$ cat src/rtl/muldiv_unit.sv
`default_nettype none
// ============================================================================
// Module   : muldiv_unit
// Brief    : Iterative unsigned MUL / UDIV / UMOD unit, fixed WIDTH-cycle latency.
// Revision : 1.0 - initial release
// ============================================================================
module muldiv_unit #(
    parameter int WIDTH        = 24,
    parameter int ADDRESSWIDTH = 4,
    parameter int CNTWIDTH     = 5
) (
    input  logic                    clk,
    input  logic                    reset_n,
    input  logic                    start,
    input  logic                    flush,
    input  logic [1:0]              op,
    input  logic [WIDTH-1:0]        a,
    input  logic [WIDTH-1:0]        b,
    input  logic [ADDRESSWIDTH-1:0] wa_in,
    output logic                    busy,
    output logic                    result_valid,
    output logic [WIDTH-1:0]        result,
    output logic [ADDRESSWIDTH-1:0] wa_out
);

    localparam logic [1:0] S_IDLE  = 2'd0;
    localparam logic [1:0] S_BUSY  = 2'd1;
    localparam logic [1:0] S_DONE  = 2'd2;

    localparam logic [1:0] OP_MUL  = 2'b00;
    localparam logic [1:0] OP_UDIV = 2'b01;
    localparam logic [1:0] OP_UMOD = 2'b10;

    localparam logic [CNTWIDTH-1:0] C_LAST = CNTWIDTH'(WIDTH - 1);

    logic [1:0]              state_q, state_d;
    logic [CNTWIDTH-1:0]     cnt_q;
    logic [1:0]              op_q;
    logic [WIDTH-1:0]        opa_q, opa_d;
    logic [WIDTH-1:0]        opb_q, opb_d;
    logic [WIDTH-1:0]        acc_q, acc_d;
    logic [WIDTH-1:0]        rem_q, rem_d;
    logic [ADDRESSWIDTH-1:0] wa_q;
    logic [WIDTH-1:0]        result_q, result_d;
    logic [ADDRESSWIDTH-1:0] wa_out_q;

    logic                    w_accept;
    logic                    w_last;
    logic [WIDTH:0]          w_rem_shift;
    logic [WIDTH:0]          w_diff;

    assign w_accept = (state_q != S_BUSY) && start && !flush;
    assign w_last   = (cnt_q == C_LAST);

    // Restoring-division trial subtract on the (WIDTH+1)-bit partial remainder.
    assign w_rem_shift = {rem_q, opa_q[WIDTH-1]};
    assign w_diff      = w_rem_shift - {1'b0, opb_q};

    always_comb begin
        opa_d    = opa_q;
        opb_d    = opb_q;
        acc_d    = acc_q;
        rem_d    = rem_q;
        result_d = '0;
        if (op_q == OP_MUL) begin
            acc_d = opb_q[0] ? (acc_q + opa_q) : acc_q;
            opa_d = opa_q << 1;
            opb_d = opb_q >> 1;
        end else begin
            // The quotient shifts in at the bottom of opa as the dividend leaves its top.
            if (!w_diff[WIDTH]) begin
                rem_d = w_diff[WIDTH-1:0];
                opa_d = {opa_q[WIDTH-2:0], 1'b1};
            end else begin
                rem_d = w_rem_shift[WIDTH-1:0];
                opa_d = {opa_q[WIDTH-2:0], 1'b0};
            end
        end
        case (op_q)
            OP_MUL:  result_d = acc_d;
            OP_UDIV: result_d = opa_d;
            OP_UMOD: result_d = rem_d;
            default: result_d = '0;
        endcase
    end

    // State register
    always_ff @(posedge clk or negedge reset_n) begin
        if (!reset_n) begin
            state_q <= S_IDLE;
        end else begin
            state_q <= state_d;
        end
    end

    // Next-state logic
    always_comb begin
        state_d = state_q;
        if (flush) begin
            state_d = S_IDLE;
        end else begin
            case (state_q)
                S_IDLE:  state_d = start ? S_BUSY : S_IDLE;
                S_BUSY:  state_d = w_last ? S_DONE : S_BUSY;
                S_DONE:  state_d = start ? S_BUSY : S_IDLE;
                default: state_d = S_IDLE;
            endcase
        end
    end

    // Output logic
    always_comb begin
        busy         = (state_q == S_BUSY);
        result_valid = (state_q == S_DONE);
        result       = result_q;
        wa_out       = wa_out_q;
    end

    always_ff @(posedge clk or negedge reset_n) begin
        if (!reset_n) begin
            cnt_q    <= '0;
            op_q     <= '0;
            opa_q    <= '0;
            opb_q    <= '0;
            acc_q    <= '0;
            rem_q    <= '0;
            wa_q     <= '0;
            result_q <= '0;
            wa_out_q <= '0;
        end else if (w_accept) begin
            cnt_q <= '0;
            op_q  <= op;
            opa_q <= a;
            opb_q <= b;
            acc_q <= '0;
            rem_q <= '0;
            wa_q  <= wa_in;
        end else if ((state_q == S_BUSY) && !flush) begin
            cnt_q <= cnt_q + CNTWIDTH'(1);
            opa_q <= opa_d;
            opb_q <= opb_d;
            acc_q <= acc_d;
            rem_q <= rem_d;
            if (w_last) begin
                result_q <= result_d;
                wa_out_q <= wa_q;
            end
        end
    end

endmodule
`default_nettype wire

$ cat config.mk
export PLATFORM = sky130hd
export DESIGN_NAME = muldiv_unit
export DESIGN_NICKNAME = d
export VERILOG_FILES = /design/src/rtl/muldiv_unit.sv
export SDC_FILE = /design/constraint.sdc
export NUM_CORES = 1
export LEC_CHECK = 0
export CORE_UTILIZATION = 44
export CTS_CLUSTER_SIZE = 10
export DETAILED_ROUTE_END_ITERATION = 7
export PLACE_DENSITY = 0.7
export SLEW_MARGIN = 30
export SYNTH_ARGS = -nofsm -noshare
export SYNTH_HDL_FRONTEND = slang
export SYNTH_SLANG_ARGS = --single-unit
$ cat constraint.sdc
create_clock -name clk -period 8.9 [get_ports clk]
set_input_delay 2.67 -clock clk [delete_from_list [all_inputs] [get_ports clk]]
set_output_delay 2.67 -clock clk [all_outputs]
set_load 0.02 [all_outputs]
Word level (Yosys, flattened, before mapping)
Index checks and enable logic that the tools add are counted.

Equal/unequal tests: 6. Mux-type cells: 22. Reduce and logical (&&, ||, !) cells: 11. Bitwise operators: 1. Add/sub/neg operators: 3.

Operators with widths (count): 2-to-1 mux 24 bit (13); one-hot mux 24 bit (3 select lines) (1); subtractor 25 x 24 -> 25 bit (1); adder 24 bit (1); 2-to-1 mux 5 bit (2); adder 5 x 1 -> 5 bit (second input constant) (1); equality test 5 bit (second input constant) (1); equality test 2 x 1 -> 1 bit (second input constant) (2); equality test 2 bit (second input constant) (2); zero test 2 bit (2); 2-to-1 mux 2 bit (2); one-hot mux 2 bit (2 select lines) (1); nonzero test 2 bit (2); logical AND 1 bit (3); 2-to-1 mux 1 bit (3); AND reduction 3 bit (1); inequality test 2 x 1 -> 1 bit (second input constant) (1); AND reduction 2 bit (1); OR reduction 2 bit (1); zero test 1 bit (1); inverter 1 bit (1).

Bits in registers: 137. Word-level logic and storage cells: 53.

Longest topological paths before layout
Gate-level depths: netlist of the first run.

Depth after elaboration: 5. Gate-level depth with buffers: 13.

Worst setup path before layout of the first run
OpenSTA, ideal clock, no wires.

Path kind: input port to flip-flop. Start point: input port flush. End point: register result_q[22], in the netlist result[22]. Buffers on the path: 3. Data arrival time: 4050 ps. Stages on the path: 7. Slack: 4769 ps. Cell sequence: clkbuf_1 > or3_1 > inv_1 > clkbuf_1 > clkbuf_1 > nor2_1 > a31oi_1.

Longest elaborated chain between the ends: 4. Elaborated cells on any way between the ends: 5.

RTL lines: from (decl) (RTL line 15) `input logic flush,`; zero test 1 bit (*) (RTL line 52, 138); logical AND 1 bit (RTL line 52) `assign w_accept = (state_q != S_BUSY) && start && !flush;`; inverter 1 bit (no source line); AND reduction 3 bit (no source line) (*); to (signal assigned) (RTL line 145) `result_q <= result_d;`; to (decl) (RTL line 44) `logic [WIDTH-1:0] result_q, result_d;`.

Every way passes the cells marked *; elsewhere a longest branch is shown, timed or not. A chain may end at the register's enable or synchronous reset.

Worst setup path after layout of the first run
Start point: input port flush. End point: register rem_q[20].

Longest elaborated chain between the ends: 3. Elaborated cells on any way between the ends: 5.

RTL lines: zero test 1 bit (*) (RTL line 52, 138); logical AND 1 bit, on equally long branches (RTL line 52, 138); 2-to-1 mux 24 bit / nonzero test 2 bit (equally long branches); to (signal assigned) (RTL line 143) `rem_q <= rem_d;`; to (decl) (RTL line 42) `logic [WIDTH-1:0] rem_q, rem_d;`.

Marked as above.

==> results of run 1 <==
synthesized netlist by cell type (13+ instances only):
cell / instances / area share, %
ha_1: 48 / 6.8
a22o_1: 19 / 1.9
o21ai_0: 104 / 5.9
nand2_1: 138 / 5.8
a21o_1: 16 / 1.4
o21a_1: 16 / 1.4
nand3_1: 16 / 0.90
o221ai_1: 13 / 1.3
clkbuf_1: 44 / 1.9
a22oi_1: 28 / 2.4
nor2_1: 49 / 2.1
xnor2_1: 24 / 2.4
mux2i_1: 57 / 6.4
inv_1: 39 / 1.7
xor2_1: 17 / 1.7
dfrtp_1: 137 / 39
a21oi_1: 59 / 3.3
kinds of logic after synthesis:
group,Yosys count
AO/OA/AOI/OAI,333
XOR/XNOR,42
adder cells (fa/ha/maj),50
buffers and inverters,95
flip-flops,137
multiplexers,65
AND/OR/NAND/NOR,265
stage by stage:
| stage | hold WS, ns | util [%] | total power [uW] |
|---|---|---|---|
| 6_report | 0.473 | 53.9 | 2060 |
| 5_1_grt | 0.498 | 53.9 | 2170 |
| 4_1_cts | 0.467 | 53.9 | 2060 |
| 3_5_place_dp | 0.449 | 50.8 | 1350 |
| 3_3_place_gp | 0.450 | 50.7 | 1340 |
| 2_1_floorplan | 0.435 | - | 1170 |
critical path, delay by kind of cell:
family	cells	cell delay (ns)
AO/OA/AOI/OAI	1	0.43
buffers and inverters	3	1.15
AND/OR/NAND/NOR	3	0.99
metal layers:
layer | vias to the layer above | global-route usage (%)
li1 | 3733 | -
met1 | 3632 | 34.3
met2 | 244 | 39.0
met3 | 24 | 4.30
met4 | 0 | 6.38
met5 | - | 0
path summary, 6_finish.rpt:
check	slack [ns]	endpoint
min in group asynchronous	2.21	opb_q[5]
max	3.94	rem_q[20]
max in group asynchronous	5.57	result[0]
max reg2reg	4.90	result[18]
min reg2reg	0.47	wa_out[0]
min	0.47	wa_out[0]
power by group through the flow:
stage / Sequential (uW) / Combinational (uW) / Clock, uW
detailed placement: 771 / 579 / 0
floorplan: 755 / 416 / 0
finish: 763 / 588 / 709
global route: 773 / 653 / 748
global placement: 771 / 570 / 0
CTS: 762 / 584 / 719
sequential cells by signal, indices dropped and copies added, names as in the netlist:
name and count:
state_q 2, cnt_q 5, opa_q 24, op_q 2, rem_q 24, wa_out 4, opb_q 24, result 24
wa_q 4, acc_q 24
final cells by class:
class | instances | area (sq um)
flip-flops and latches | 137 | 3430
clock inverters | 13 | 138
inverters | 40 | 150
repair buffers | 99 | 973
well taps | 265 | 332
multi-input cells | 755 | 5080
fillers | 1838 | 9030
clock buffers | 19 | 453
==> impl_metrics.ini, run 1 <==
[global_routing]
grt_remaining_overflow = 0
grt_usage_pct = 24.6
grt_pass1_wl_um = 39200
antenna_found_initial = 0
grt_pass1_vias = 7420
grt_max_degree = 84

[setup_path]
cp_data_arrival_time_ns = 5.27
critical_path.endpoint_type = register
worst_setup_path_start_kind = input port
max_stage_delay_ns = 0.60
path_cells = clkdlybuf4s50_1 -> buf_4 -> nor2_1 -> nand2_1 -> buf_4 -> nand2_1 -> a22o_1
slowest_stage = nand2_1
reg2reg_depth = 13
required_ns = 9.21
cp_max_fo = 30
startpoint = flush
worst-setup-path-type = in2reg
rr_startpoint = opb_q[0]

[synth]
synthMuxAreaShare_pct = 7.45
synth_fp_nets = 1095
synth-compound-area-share_pct = 24.7
synth_cells = 987
synth_seq_cells = 137
syn_area_per_cell_sq_um = 8.98
synth_edf_count = 0
synth-simple-area-share_pct = 13.4
synthAdderAreaFrac_pct = 7.22
yosysSeqAreaShare_pct = 38.7
synth.distinct_cells = 71
synth_top_family_by_area = compound AO/OA/AOI/OAI gates
ys_warn_count = 0
synthXorXnorAreaFrac_pct = 4.23
ys.flop_type = dfrtp_1
syn_area_sq_um = 8870
synthArstFlopShare_pct = 100

[final_layout]
drive_gt1_share_pct = 6.68
layout_common_cells = 138 x nand2_1, 137 x dfrtp_1, 104 x o21ai_0, 86 x clkdlybuf4s50_1, 59 x a21oi_1
antennaDiodeCount = 0
finalInstanceArea_sq_um = 10600
fin_nets = 1158
final_cells = 1328
syn_to_final_growth_pct = 19.1
layout_commonest_cell = nand2_1

[routing]
wl_um = 24000
antenna_left = 0
routed-wl-met3_um = 1400
first_pass_iters = 5
first_iter_violations = 627
wl_met1_um = 11200
top_layer = met4
vias_per_cell = 5.75
via_count = 7633
wl_per_cell_um = 18.1
drc = 0
wl_met2_um = 11000

[timing]
fin_crit_ns = 4.96
tns_ns = 0
hold_violations = 0
relSlewSlack_pct = 45.7
worstMarginPinSlew_ns = 0.813
fin_ws_ns = 3.94
fmax_ghz = 0.202
rsz0062_at_grt = false
slew_violations = 0
setup_viol = 0
finClkSkew_ns = 0.0115
post-route-period-util_pct = 55.7

[placed_design]
gp_congestion = 0.906
dpl.hpwl_um = 17000
place_ws_ns = 3.51
io_buffers = 87
post_dp_cell_area_sq_um = 9960
dp_cells = 1296

[power_and_ir_drop]
power_density_nw_per_um2 = 195
sw_frac_of_total_pct = 34.9
pwr-share-seq_pct = 37.0
p_clk_share_pct = 34.4
p_int_uw = 1340
p_leak_uw = 0.00478
vdd_ir_drop_max_uv = 122
p_comb_share_pct = 28.5
p_switching_uw = 720

[clocking]
cts_num_sinks = 137
numCtsBuffers = 17
cts_buffer_depth = 2
cts_resized = 0
root_buffer = clkbuf_16
cts_setup_buffers = 0
clk_pin_slew_worst_paths_ns = 0.07
hold_buffers = 0
htreeDepth = 4
insertion_delay_ns = 0.43
cts_tree = yes

[die]
start_util_pct = 45.3
die_height_um = 144
core_area_sq_um = 19600
dieArea_sq_um = 20700
core.rowCount = 51
io_pins = 88
die_w_um = 144

[hold_path]
hold_depth = 2
min_path_type = reg2reg
holdCritStartpoint = wa_q[0]

[run_status]
outcome = complete, no violations

[run]
maxCapViolCount = 0
Power figures use the tool's default switching activity.
==> run 2, diff against run 1 <==
--- a/config.mk
+++ b/config.mk
@@ -8,7 +8,7 @@
 export CORE_UTILIZATION = 44
 export CTS_CLUSTER_SIZE = 10
 export DETAILED_ROUTE_END_ITERATION = 7
-export PLACE_DENSITY = 0.7
+export PLACE_DENSITY = 0.73
 export SLEW_MARGIN = 30
 export SYNTH_ARGS = -nofsm -noshare
 export SYNTH_HDL_FRONTEND = slang
==> constraint.sdc (replaced) <==
create_clock -name clk -period 4.04 [get_ports clk]
set_input_delay 1.212 -clock clk [delete_from_list [all_inputs] [get_ports clk]]
set_output_delay 1.212 -clock clk [all_outputs]
set_load 0.02 [all_outputs]
==> run 2 against run 1 <==
Effect of this change:
- count of clock-buffer cells in the layout grew 1
- global-route usage rose by 0.60 points
- final area increased by 1.3%
- sequential cell count unchanged
- clock power is 140% higher
- largest cell class unchanged
- via count grew 1.9%
- worst hold slack lost 0.0023 ns
- clock skew is 0.0040 ns lower
- sequential power increased by 120%
==> impl_metrics.ini, run 2 (same netlist as run 1, synthesis figures left out) <==
[clocking]
hold_buffers = 0
cts_num_sinks = 137
clk_pin_slew_worst_paths_ns = 0.06
cts_resized = 0
htreeDepth = 4
cts_tree = yes
cts_buffer_depth = 2
cts_setup_buffers = 0
numCtsBuffers = 17
insertion_delay_ns = 0.42
root_buffer = clkbuf_16

[global_routing]
grt_pass1_vias = 7467
grt_remaining_overflow = 0
antenna_found_initial = 0
grt_pass1_wl_um = 39900
grt_max_degree = 87
grt_usage_pct = 25.2

[final_layout]
finalInstanceArea_sq_um = 10700
drive_gt1_share_pct = 7.36
final_util_pct = 54.6
layout_common_cells = 138 x nand2_1, 137 x dfrtp_1, 104 x o21ai_0, 86 x clkdlybuf4s50_1, 59 x a21oi_1
layout_commonest_cell = nand2_1
fin_nets = 1169
final_cells = 1339
syn_to_final_growth_pct = 20.6
antennaDiodeCount = 0

[setup_path]
path_cells = inv_1 -> ha_1 -> fa_1 -> nand2b_1 -> a21oi_1 -> o211ai_1 -> nand3_1 -> a31oi_2 -> xnor2_4 -> buf_12 -> mux2i_1 -> o2bb2ai_1 -> mux2_2
required_ns = 4.35
max_stage_delay_ns = 0.47
critical_path.endpoint_type = register
worst_setup_path_start_kind = register
worst-path-buf-inv = 2
cp_data_arrival_time_ns = 3.83
cp_max_fo = 19
crit_family = compound AO/OA/AOI/OAI gates
worst-setup-path-type = reg2reg
slowest_stage = xnor2_4

[hold_path]
min_path_type = reg2reg

[power_and_ir_drop]
p_total_uw = 4720
p_leak_uw = 0.00486
vdd_ir_drop_max_uv = 305
power_density_nw_per_um2 = 441

[die]
io_pins = 88
die_w_um = 144
start_util_pct = 45.3
die_height_um = 144
core_area_sq_um = 19600
dieArea_sq_um = 20700
core.rowCount = 51

[routing]
wl_per_cell_um = 18.6
antenna_left = 0
first_iter_violations = 549
vias_per_cell = 5.81
via_count = 7778
drc = 0
first_pass_iters = 5
wl_um = 24900

[placed_design]
post_dp_cell_area_sq_um = 10000
gp_congestion = 0.936
dp_cells = 1307
dpl.hpwl_um = 18000
io_buffers = 87

[timing]
slew_violations = 0
hold_violations = 0
tns_ns = 0
worstMarginPinSlew_ns = 0.819
post-route-period-util_pct = 87.2
finClkSkew_ns = 0.00752
relSlewSlack_pct = 45.4
fmax_ghz = 0.284
setup_viol = 0
fin_crit_ns = 3.52
rsz0062_at_grt = false

[run_status]
outcome = complete, no violations

[run]
maxCapViolCount = 0
## run 2: worst reg2reg max path: stages, from the launching register on
cell       delay (ns)
dfrtp_1          0.34
inv_1            0.08
ha_1             0.25
fa_1             0.42
nand2b_1         0.18
a21oi_1          0.27
o211ai_1         0.20
nand3_1          0.17
a31oi_2          0.16
xnor2_4          0.47
buf_12           0.25
mux2i_1          0.26
o2bb2ai_1        0.07
mux2_2           0.27
## run 2: final timing paths
kind / slack [ns] / endpoint / cells after the start / startpoint
setup / recovery: 0.52 / result[6] / 13 / opa_q[23]
hold / removal: 0.47 / wa_out[2] / 2 / wa_q[2]
setup reg to reg: 0.52 / result[6] / 13 / opa_q[23]
hold reg to reg: 0.47 / wa_out[2] / 2 / wa_q[2]
max in group asynchronous: 2.39 / acc_q[16] / 2 / reset_n
min in group asynchronous: 0.84 / opb_q[1] / 1 / reset_n
## run 2: power breakdown
group	total, uW	leakage [uW]	internal (uW)	switching (uW)
registers	1690	0.00177	1530	162
clock network	1720	0.000310	1110	611
logic	1310	0.00277	535	776
## run 2: area by class of cell
class / instances / area, sq um
Fill cell: 1865 / 8890
Tap cell: 265 / 332
Multi-Input combinational cell: 755 / 5070
Timing Repair Buffer: 110 / 1070
Inverter: 40 / 150
Clock buffer: 20 / 447
Sequential cell: 137 / 3430
Clock inverter: 12 / 198
## run 2: per-layer routing
metal  share of wire, %  track usage (%)  vias to the layer above
met2                 46             39.5                      252
met5                  0                0                        -
met3                6.1             5.10                       23
li1                   -                -                     3746
met1                 46             35.1                     3757
met4                1.4             6.61                        0
## run 2: stage by stage
step	worst slack [ns]	hold WS, ns
CTS	0.505	0.476
global placement	0.636	0.451
finish	0.518	0.471
floorplan	1.23	0.435
detailed placement	0.539	0.461
global route	0.165	0.512
